[config.mk]
export PLATFORM = sky130hd
export DESIGN_NAME = mario_motion_ctrl
export DESIGN_NICKNAME = d
export VERILOG_FILES = /design/src/rtl/mario_motion_ctrl.sv
export SDC_FILE = /design/constraint.sdc
export NUM_CORES = 1
export LEC_CHECK = 0
export ABC_AREA = 1
export ABC_CLOCK_PERIOD_IN_PS = 2700
export CORE_ASPECT_RATIO = 1.2
export CORE_MARGIN = 2
export CORE_UTILIZATION = 55
export CTS_BUF_LIST = sky130_fd_sc_hd__clkbuf_16
export CTS_CLUSTER_SIZE = 12
export DETAILED_ROUTE_END_ITERATION = 6
export PLACE_DENSITY = 0.78
export SYNTH_ARGS = -nofsm -noshare
export SYNTH_HDL_FRONTEND = slang
export SYNTH_SLANG_ARGS = --single-unit
[constraint.sdc]
create_clock -name clock -period 2.7 [get_ports clock]
set_clock_uncertainty 0.05 [all_clocks]
set_input_delay 0.54 -clock clock [delete_from_list [all_inputs] [get_ports clock]]
set_output_delay 0.54 -clock clock [all_outputs]
set_load 0.02 [all_outputs]
[src/rtl/mario_motion_ctrl.sv]
// Per-frame position sequencer for Mario's sprite: erase at the old X/Y, step the
// position from the buttons and the jump arc, then draw at the new X/Y via req/done.
module mario_motion_ctrl #(
  parameter int X_INIT      = 4,
  parameter int Y_INIT      = 89,
  parameter int X_MIN       = 0,
  parameter int X_MAX       = 152,
  parameter int JUMP_HEIGHT = 24
) (
  input  logic       clock,
  input  logic       resetn,
  input  logic       start,
  input  logic       frame_tick,
  input  logic       left,
  input  logic       right,
  input  logic       jump,
  input  logic       draw_done,
  output logic [7:0] x_out,
  output logic [7:0] y_out,
  output logic       erase_req,
  output logic       draw_req,
  output logic       busy,
  output logic       on_ground
);

  localparam logic [7:0] LP_X_INIT = 8'(X_INIT);
  localparam logic [7:0] LP_Y_INIT = 8'(Y_INIT);
  localparam logic [7:0] LP_X_MIN  = 8'(X_MIN);
  localparam logic [7:0] LP_X_MAX  = 8'(X_MAX);
  localparam logic [7:0] LP_JH     = 8'(JUMP_HEIGHT);

  typedef enum logic [2:0] {
    S_IDLE, S_FIRST, S_WAIT, S_ERASE, S_UPDATE, S_DRAW
  } state_t;

  typedef enum logic [1:0] {PH_NONE, PH_RISE, PH_FALL} phase_t;

  state_t     r_state;
  phase_t     r_phase;
  logic [7:0] r_x;
  logic [7:0] r_y;
  logic [7:0] r_rise_cnt;
  logic       r_tick_pend;
  logic       r_erase_req;
  logic       r_draw_req;
  logic       r_busy;
  logic       r_on_ground;

  logic [7:0] w_x_nxt;
  logic [7:0] w_y_nxt;
  logic [7:0] w_rise_nxt;
  phase_t     w_phase_nxt;
  logic       w_gnd_nxt;

  // Bounds are checked before stepping so x never wraps through 0 or 255.
  always_comb begin
    w_x_nxt = r_x;
    if (right && !left && (r_x < LP_X_MAX))
      w_x_nxt = r_x + 8'd1;
    else if (left && !right && (r_x > LP_X_MIN))
      w_x_nxt = r_x - 8'd1;

    w_y_nxt     = r_y;
    w_rise_nxt  = r_rise_cnt;
    w_phase_nxt = r_phase;
    // r_rise_cnt holds rows climbed so far, including the launch row.
    case (r_phase)
      PH_NONE: begin
        if (jump) begin
          w_y_nxt     = r_y - 8'd1;
          w_rise_nxt  = 8'd1;
          w_phase_nxt = (LP_JH == 8'd1) ? PH_FALL : PH_RISE;
        end
      end
      PH_RISE: begin
        w_y_nxt    = r_y - 8'd1;
        w_rise_nxt = r_rise_cnt + 8'd1;
        if (w_rise_nxt == LP_JH)
          w_phase_nxt = PH_FALL;
      end
      PH_FALL: begin
        if (r_y < LP_Y_INIT)
          w_y_nxt = r_y + 8'd1;
        if (w_y_nxt == LP_Y_INIT)
          w_phase_nxt = PH_NONE;
      end
      default: w_phase_nxt = PH_NONE;
    endcase
    w_gnd_nxt = (w_y_nxt == LP_Y_INIT) && (w_phase_nxt == PH_NONE);
  end

  always_ff @(posedge clock or negedge resetn) begin
    if (!resetn) begin
      r_state     <= S_IDLE;
      r_phase     <= PH_NONE;
      r_x         <= LP_X_INIT;
      r_y         <= LP_Y_INIT;
      r_rise_cnt  <= 8'd0;
      r_tick_pend <= 1'b0;
      r_erase_req <= 1'b0;
      r_draw_req  <= 1'b0;
      r_busy      <= 1'b0;
      r_on_ground <= 1'b1;
    end else begin
      // One-deep tick buffer; leaving WAIT always consumes whatever tick is there.
      if (r_state == S_WAIT)
        r_tick_pend <= 1'b0;
      else if (r_busy && frame_tick)
        r_tick_pend <= 1'b1;

      case (r_state)
        S_IDLE: begin
          if (start) begin
            r_state     <= S_FIRST;
            r_x         <= LP_X_INIT;
            r_y         <= LP_Y_INIT;
            r_phase     <= PH_NONE;
            r_rise_cnt  <= 8'd0;
            r_on_ground <= 1'b1;
            r_draw_req  <= 1'b1;
            r_busy      <= 1'b1;
          end
        end
        S_FIRST: begin
          if (draw_done) begin
            r_draw_req <= 1'b0;
            r_busy     <= 1'b0;
            r_state    <= S_WAIT;
          end
        end
        S_WAIT: begin
          if (frame_tick || r_tick_pend) begin
            r_erase_req <= 1'b1;
            r_busy      <= 1'b1;
            r_state     <= S_ERASE;
          end
        end
        S_ERASE: begin
          if (draw_done) begin
            r_erase_req <= 1'b0;
            r_state     <= S_UPDATE;
          end
        end
        S_UPDATE: begin
          r_x         <= w_x_nxt;
          r_y         <= w_y_nxt;
          r_phase     <= w_phase_nxt;
          r_rise_cnt  <= w_rise_nxt;
          r_on_ground <= w_gnd_nxt;
          r_draw_req  <= 1'b1;
          r_state     <= S_DRAW;
        end
        S_DRAW: begin
          if (draw_done) begin
            r_draw_req <= 1'b0;
            r_busy     <= 1'b0;
            r_state    <= S_WAIT;
          end
        end
        default: r_state <= S_IDLE;
      endcase
    end
  end

  assign x_out     = r_x;
  assign y_out     = r_y;
  assign erase_req = r_erase_req;
  assign draw_req  = r_draw_req;
  assign busy      = r_busy;
  assign on_ground = r_on_ground;

endmodule

==> impl_metrics.toml, run 1 <==
[run_status]
outcome = "completed"

[layout]
fin_util_pct = 67.3
nets = 429
syn_to_final_growth_pct = 18.7
fin_area_um2 = 3050
diodes = 0
drive_above_1_share_pct = 10.7

[clock_network]
htreeDepth = 2
cts_tree = "built"
post_cts_buffers = 0
numCtsBuffers = 5
clock_sinks = 34
cts.repair.resized = 0
ctsHoldBuffers = 0
insertion_delay_ps = 280
root_buffer = "clkbuf_16"
cts.clk_slew.worst_paths_ps = 50
ctsLongestPathBuffers = 2

[timing]
worst_pin_slew_ps = 494
min_period_ps = 2400
finalHoldViolCount = 0
finalCritPeriodShare_pct = 88.9
slew_violations = 0
clock.fmax_mhz = 416
tns_ps = 0
layout_setup_ws_ps = 299
finalSetupViolCount = 0
grt_setup_unrepaired = "false"
maxSlewHeadroom_pct = 67.0

[synth]
yosys.area_share.xor_xnor_pct = 2.73
synth_top_family_by_area = "simple AND/OR/NAND/NOR gates"
synth.largest_area_cell = "dfrtp_1"
synth_top_area_share_pct = 27.3
ys_seq_area_share_pct = 33.4
yosys-top-cells-area = "dfrtp_1 27%, nand2_1 14%, nand3_1 6.6%"
netlist_instances = 377
yosysMostFrequentCell = "nand2_1"
yosys_register_bits = 34
synth_area_um2 = 2570
yosys_warnings = 0
syn-mean-instance-area_um2 = 6.81
synth_mux_area_share_pct = 0
async_flop_share_pct = 100
ys.flop_type = "dfrtp_1"
post_synth_num_cell_types = 34
synth-compound-area-share_pct = 15.1
synth.top_cells.by_count = "96 x nand2_1, 44 x inv_1, 42 x nor2_1, 34 x nand3_1, 29 x o21ai_0"
syn_nets = 395
synth_simple_gate_area_share_pct = 34.5
synthAdderAreaFrac_pct = 5.16
synth_edf_count = 0

[die]
core_area_um2 = 4530
die-area_um2 = 5240
start_util_pct = 56.7
die_y_um = 78.9
io_pins = 28
dieWidth_um = 66.4
std_cell_rows = 27

[worst_setup_path]
cp.arrival_ps = 2550
critPathTopFamily = "buffers and inverters"
cp.buffers_inverters = 2
critPathRequiredTime_ps = 2850
criticalPathCategory = "in -> reg"
max_stage_delay_ps = 480
crit_top_cell = "nand2_1"
cp_max_fo = 5
start_kind = "input pin"
crit_chain = "clkdlybuf4s50_1 > nor2_1 > nand2_1 > inv_1 > fa_1 > o21ai_0 > nand2_1 > nand2_1 > a21oi_1 > xor2_1 > o21ai_0"
end_kind = "register"
crit_slowest_cell = "clkdlybuf4s50_1"

[grt]
grt_overflow = 0
grt_pass1_vias = 2510
grtUsageTotal_pct = 26.8
grt_max_degree = 35
globalRouteMet2Util_pct = 49.1
antenna_found_initial = 0
grt_busiest_layer = "met2"
gr-usage-met3_pct = 3.40
met1_usage_pct = 31.8
grt_first_pass_wirelength_um = 11000

[routing]
final_antenna_net_count = 0
finalWirelength_um = 6320
avgViaCountPerCell = 5.53
drt_iter0_drc = 143
wl_per_cell_um = 13.5
num_vias = 2597
drc = 0
drtPass1Iterations = 4

[flow_run]
maxCapViolCount = 0

[placement]
placed_cell_area_um2 = 2910
port_buffers = 27
dp_hpwl_um = 4860
dp_slack_ps = 3.77
gp_congestion = 0.924

[power]
power_density_nw_per_um2 = 1240
sw_frac_of_total_pct = 49.6
combPwrFrac_pct = 60.8
p_leak_nw = 1.48
seqPwrFrac_pct = 25.0
power_mw = 3.79
internal_power_mw = 1.91
max-vdd-ir-drop_mv = 0.667
power_frac_clock_pct = 14.1
switchingPower_mw = 1.88

[min_path]
min_path_type = "reg -> reg"
## worst paths after layout
kind	cells after the start	end	startpoint	slack (ps)
setup / recovery	11	x_out[6]	left	300
min in group asynchronous	2	r_state[1]	resetn	610
max in group asynchronous	2	on_ground	resetn	1640
hold reg to reg	2	draw_req	draw_req	460
hold / removal	2	draw_req	draw_req	460
setup reg to reg	17	on_ground	y_out[0]	380
## tightest hold or removal path: stages (launching register included)
cell	delay (ps)
dfrtp_1	340
o21ai_0	80
nand2_1	60
## final cells by class
class / instances / area, um2
Fill cell: 411 / 1480
Clock inverter: 3 / 13.8
Timing Repair Buffer: 32 / 308
Clock buffer: 5 / 125
Sequential cell: 34 / 858
Multi-Input combinational cell: 286 / 1480
Inverter: 52 / 195
Tap cell: 58 / 72.6
## sequential cells by signal, indices dropped and copies added (netlist names)
register	count
r_state	3
r_tick_pend	1
busy	1
erase_req	1
r_rise_cnt	8
on_ground	1
r_phase	2
x_out	8
y_out	8
draw_req	1
## power groups by stage
stage	clock, mW	sequential (mW)	combinational, mW
3_5_place_dp	0	0.948	2.30
5_1_grt	0.568	0.974	2.58
4_1_cts	0.545	0.944	2.31
3_3_place_gp	0	0.944	2.25
2_1_floorplan	0	1.01	1.58
6_report	0.535	0.950	2.31
## per-layer routing
metal	vias up	share of wire (%)
met5	-	0
met4	0	1.8
met3	13	2.1
met2	42	52
met1	1232	44
li1	1310	-
## through the flow
stage | hold slack (ps) | std cells
finish | 459 | 470
global route | 486 | 470
CTS | 461 | 470
detailed placement | 439 | 462
global placement | 433 | 462
floorplan | 194 | 377
## cell families after synthesis
kind of cell / after synthesis
flops: 34
fa+ha+maj: 10
compound gates: 68
xor+xnor: 8
buf+inv: 57
simple gates: 200
## cell usage in the layout, fill, tap and decap left out, drive strengths merged, types with 2 or more instances in the layout
| master | instances |
|---|---|
| a21oi | 18 |
| nand2 | 105 |
| o32ai | 2 |
| o22ai | 7 |
| nor3 | 5 |
| inv | 53 |
| dfrtp | 28 |
| o21ai | 34 |
| nor2 | 47 |
| nand4 | 8 |
| clkdlybuf4s50 | 27 |
| nand3 | 34 |
| buf | 5 |
| a31oi | 3 |
| xor2 | 5 |
| xnor2 | 3 |
| clkbuf | 5 |
| clkinv | 2 |
| dfstp | 6 |
| ha | 9 |
(Power assumes the default switching activity.)
==> run 2, diff against run 1 <==
--- a/config.mk
+++ b/config.mk
@@ -10,9 +10,8 @@
 export CORE_ASPECT_RATIO = 1.2
 export CORE_MARGIN = 2
-export CORE_UTILIZATION = 55
+export CORE_UTILIZATION = 34
 export CTS_BUF_LIST = sky130_fd_sc_hd__clkbuf_16
 export CTS_CLUSTER_SIZE = 12
 export DETAILED_ROUTE_END_ITERATION = 6
-export PLACE_DENSITY = 0.78
 export SYNTH_ARGS = -nofsm -noshare
 export SYNTH_HDL_FRONTEND = slang
==> constraint.sdc (replaced) <==
create_clock -name clock -period 2.7 [get_ports clock]
set_clock_uncertainty 0.05 [all_clocks]
set_input_delay 0.675 -clock clock [delete_from_list [all_inputs] [get_ports clock]]
set_output_delay 0.675 -clock clock [all_outputs]
set_load 0.02 [all_outputs]
==> run 2 against run 1 <==
Net effect:
- worst hold slack lost 12 ps
- largest power group unchanged
- global-route usage fell by 11 points
- combinational power hardly changed
==> impl_metrics.toml, run 2 (synthesized netlist as in run 1, its figures left out) <==
[run_status]
outcome = "completed"

[layout]
diodes = 0
final_common_cell = "nand2_1"
layout_common_cells = "96 x nand2_1, 45 x inv_1, 42 x nor2_1"
nets = 434
drive_above_1_share_pct = 11.5
final_cells = 507
syn_to_final_growth_pct = 21.6

[worst_setup_path]
cp_max_fo = 5
critPathRequiredTime_ps = 2800
cp.arrival_ps = 2650
criticalPathCategory = "in -> reg"
r2r_cells = 12
start_kind = "input pin"
end_kind = "register"

[die]
io_pins = 28
dieWidth_um = 83.3
die-area_um2 = 8270
std_cell_rows = 34
start_util_pct = 35.3
core_area_um2 = 7270
die_y_um = 99.2

[timing]
maxSlewHeadroom_pct = 67.5
clock.fmax_mhz = 391
finalSetupViolCount = 0
finalCritPeriodShare_pct = 94.6
slew_violations = 0
finalHoldViolCount = 0
min_period_ps = 2550
grt_setup_unrepaired = "false"
worst_pin_slew_ps = 486
layout_setup_ws_ps = 146

[power]
power_density_nw_per_um2 = 1220
power_frac_clock_pct = 13.9
max-vdd-ir-drop_mv = 1.01
sw_frac_of_total_pct = 48.5
seqPwrFrac_pct = 24.5
internal_power_mw = 1.95
switchingPower_mw = 1.84
combPwrFrac_pct = 61.7
p_leak_nw = 1.50

[clock_network]
htreeDepth = 2
cts.clk_slew.worst_paths_ps = 50
root_buffer = "clkbuf_16"
clock_sinks = 34
post_cts_buffers = 0
ctsLongestPathBuffers = 2
cts_tree = "built"
numCtsBuffers = 5
ctsHoldBuffers = 0
cts.repair.resized = 0
insertion_delay_ps = 270

[grt]
grt_pass1_vias = 2460
antenna_found_initial = 0
grtUsageTotal_pct = 16.0
grt_max_degree = 35
grt_first_pass_wirelength_um = 11000
grt_overflow = 0

[routing]
drc = 0
wl_per_cell_um = 12.6
num_vias = 2512
drtPass1Iterations = 4
drt_iter0_drc = 87
finalWirelength_um = 6400
final_antenna_net_count = 0
avgViaCountPerCell = 4.95

[placement]
dp_slack_ps = -151
gp_congestion = 0.906
dp_hpwl_um = 4950
port_buffers = 27
placedCellCount = 499

[min_path]
min_path_type = "reg -> reg"
worstHoldPathCells = 2

[flow_run]
maxCapViolCount = 0
==> run 2: changes by cell type in the layout (fill, tap and decap cells not counted) <==
cell,previous run,this run
clkinv_1,0,1
clkinv_2,2,1
buf_4,5,10
==> run 2: worst max-delay path, cell delays in order <==
cell and delay, ps:
clkdlybuf4s50_1 460, inv_1 50, nor2_1 110, nand2_1 160, ha_1 350, a21oi_1 170, o21ai_0 140, nand2_1 90
nand2_1 50, a21oi_1 160, xor2_1 150, o21ai_0 80
==> run 2: final timing paths <==
kind | to | startpoint | slack (ps)
min in group asynchronous | r_rise_cnt[4] | resetn | 760
worst max register to register | x_out[6] | x_out[6] | 440
worst min-delay path | r_tick_pend | r_tick_pend | 450
max in group asynchronous | y_out[4] | resetn | 1500
worst min register to register | r_tick_pend | r_tick_pend | 450
worst max-delay path | x_out[6] | right | 150
==> run 2: through the flow <==
step / util [%] / hold WS (ps) / setup TNS, ps / instance area, um2 / power, mW
after floorplan: - / 329 / 0 / 2570 / 2.59
after global placement: 41.1 / 443 / -4.04 / 2990 / 3.24
after detailed placement: 41.1 / 441 / -286 / 2990 / 3.28
after CTS: 42.9 / 454 / 0 / 3120 / 3.83
after global routing: 42.9 / 498 / 0 / 3120 / 4.15
final: 42.9 / 448 / 0 / 3120 / 3.80
==> run 2: routing by layer <==
metal	global-route usage [%]	up-vias	wire length [um]
li1	-	1322	-
met1	19.5	1150	2960
met2	28.5	36	3220
met3	2.41	4	183
met4	6.05	0	38
met5	0	-	0
==> run 2: final cells by class <==
class / count / area, um2
fillers: 754 / 4150
clock buffers: 5 / 125
flip-flops and latches: 34 / 858
clock inverters: 3 / 12.5
repair buffers: 37 / 345
well taps: 90 / 113
inverters: 52 / 195
multi-input cells: 286 / 1480
==> run 2: power groups by stage <==
stage / registers (mW) / clock network (mW) / logic [mW]
2_1_floorplan: 1.01 / 0 / 1.58
3_3_place_gp: 0.933 / 0 / 2.30
6_report: 0.929 / 0.527 / 2.34
5_1_grt: 0.966 / 0.568 / 2.62
4_1_cts: 0.929 / 0.547 / 2.35
3_5_place_dp: 0.933 / 0 / 2.35
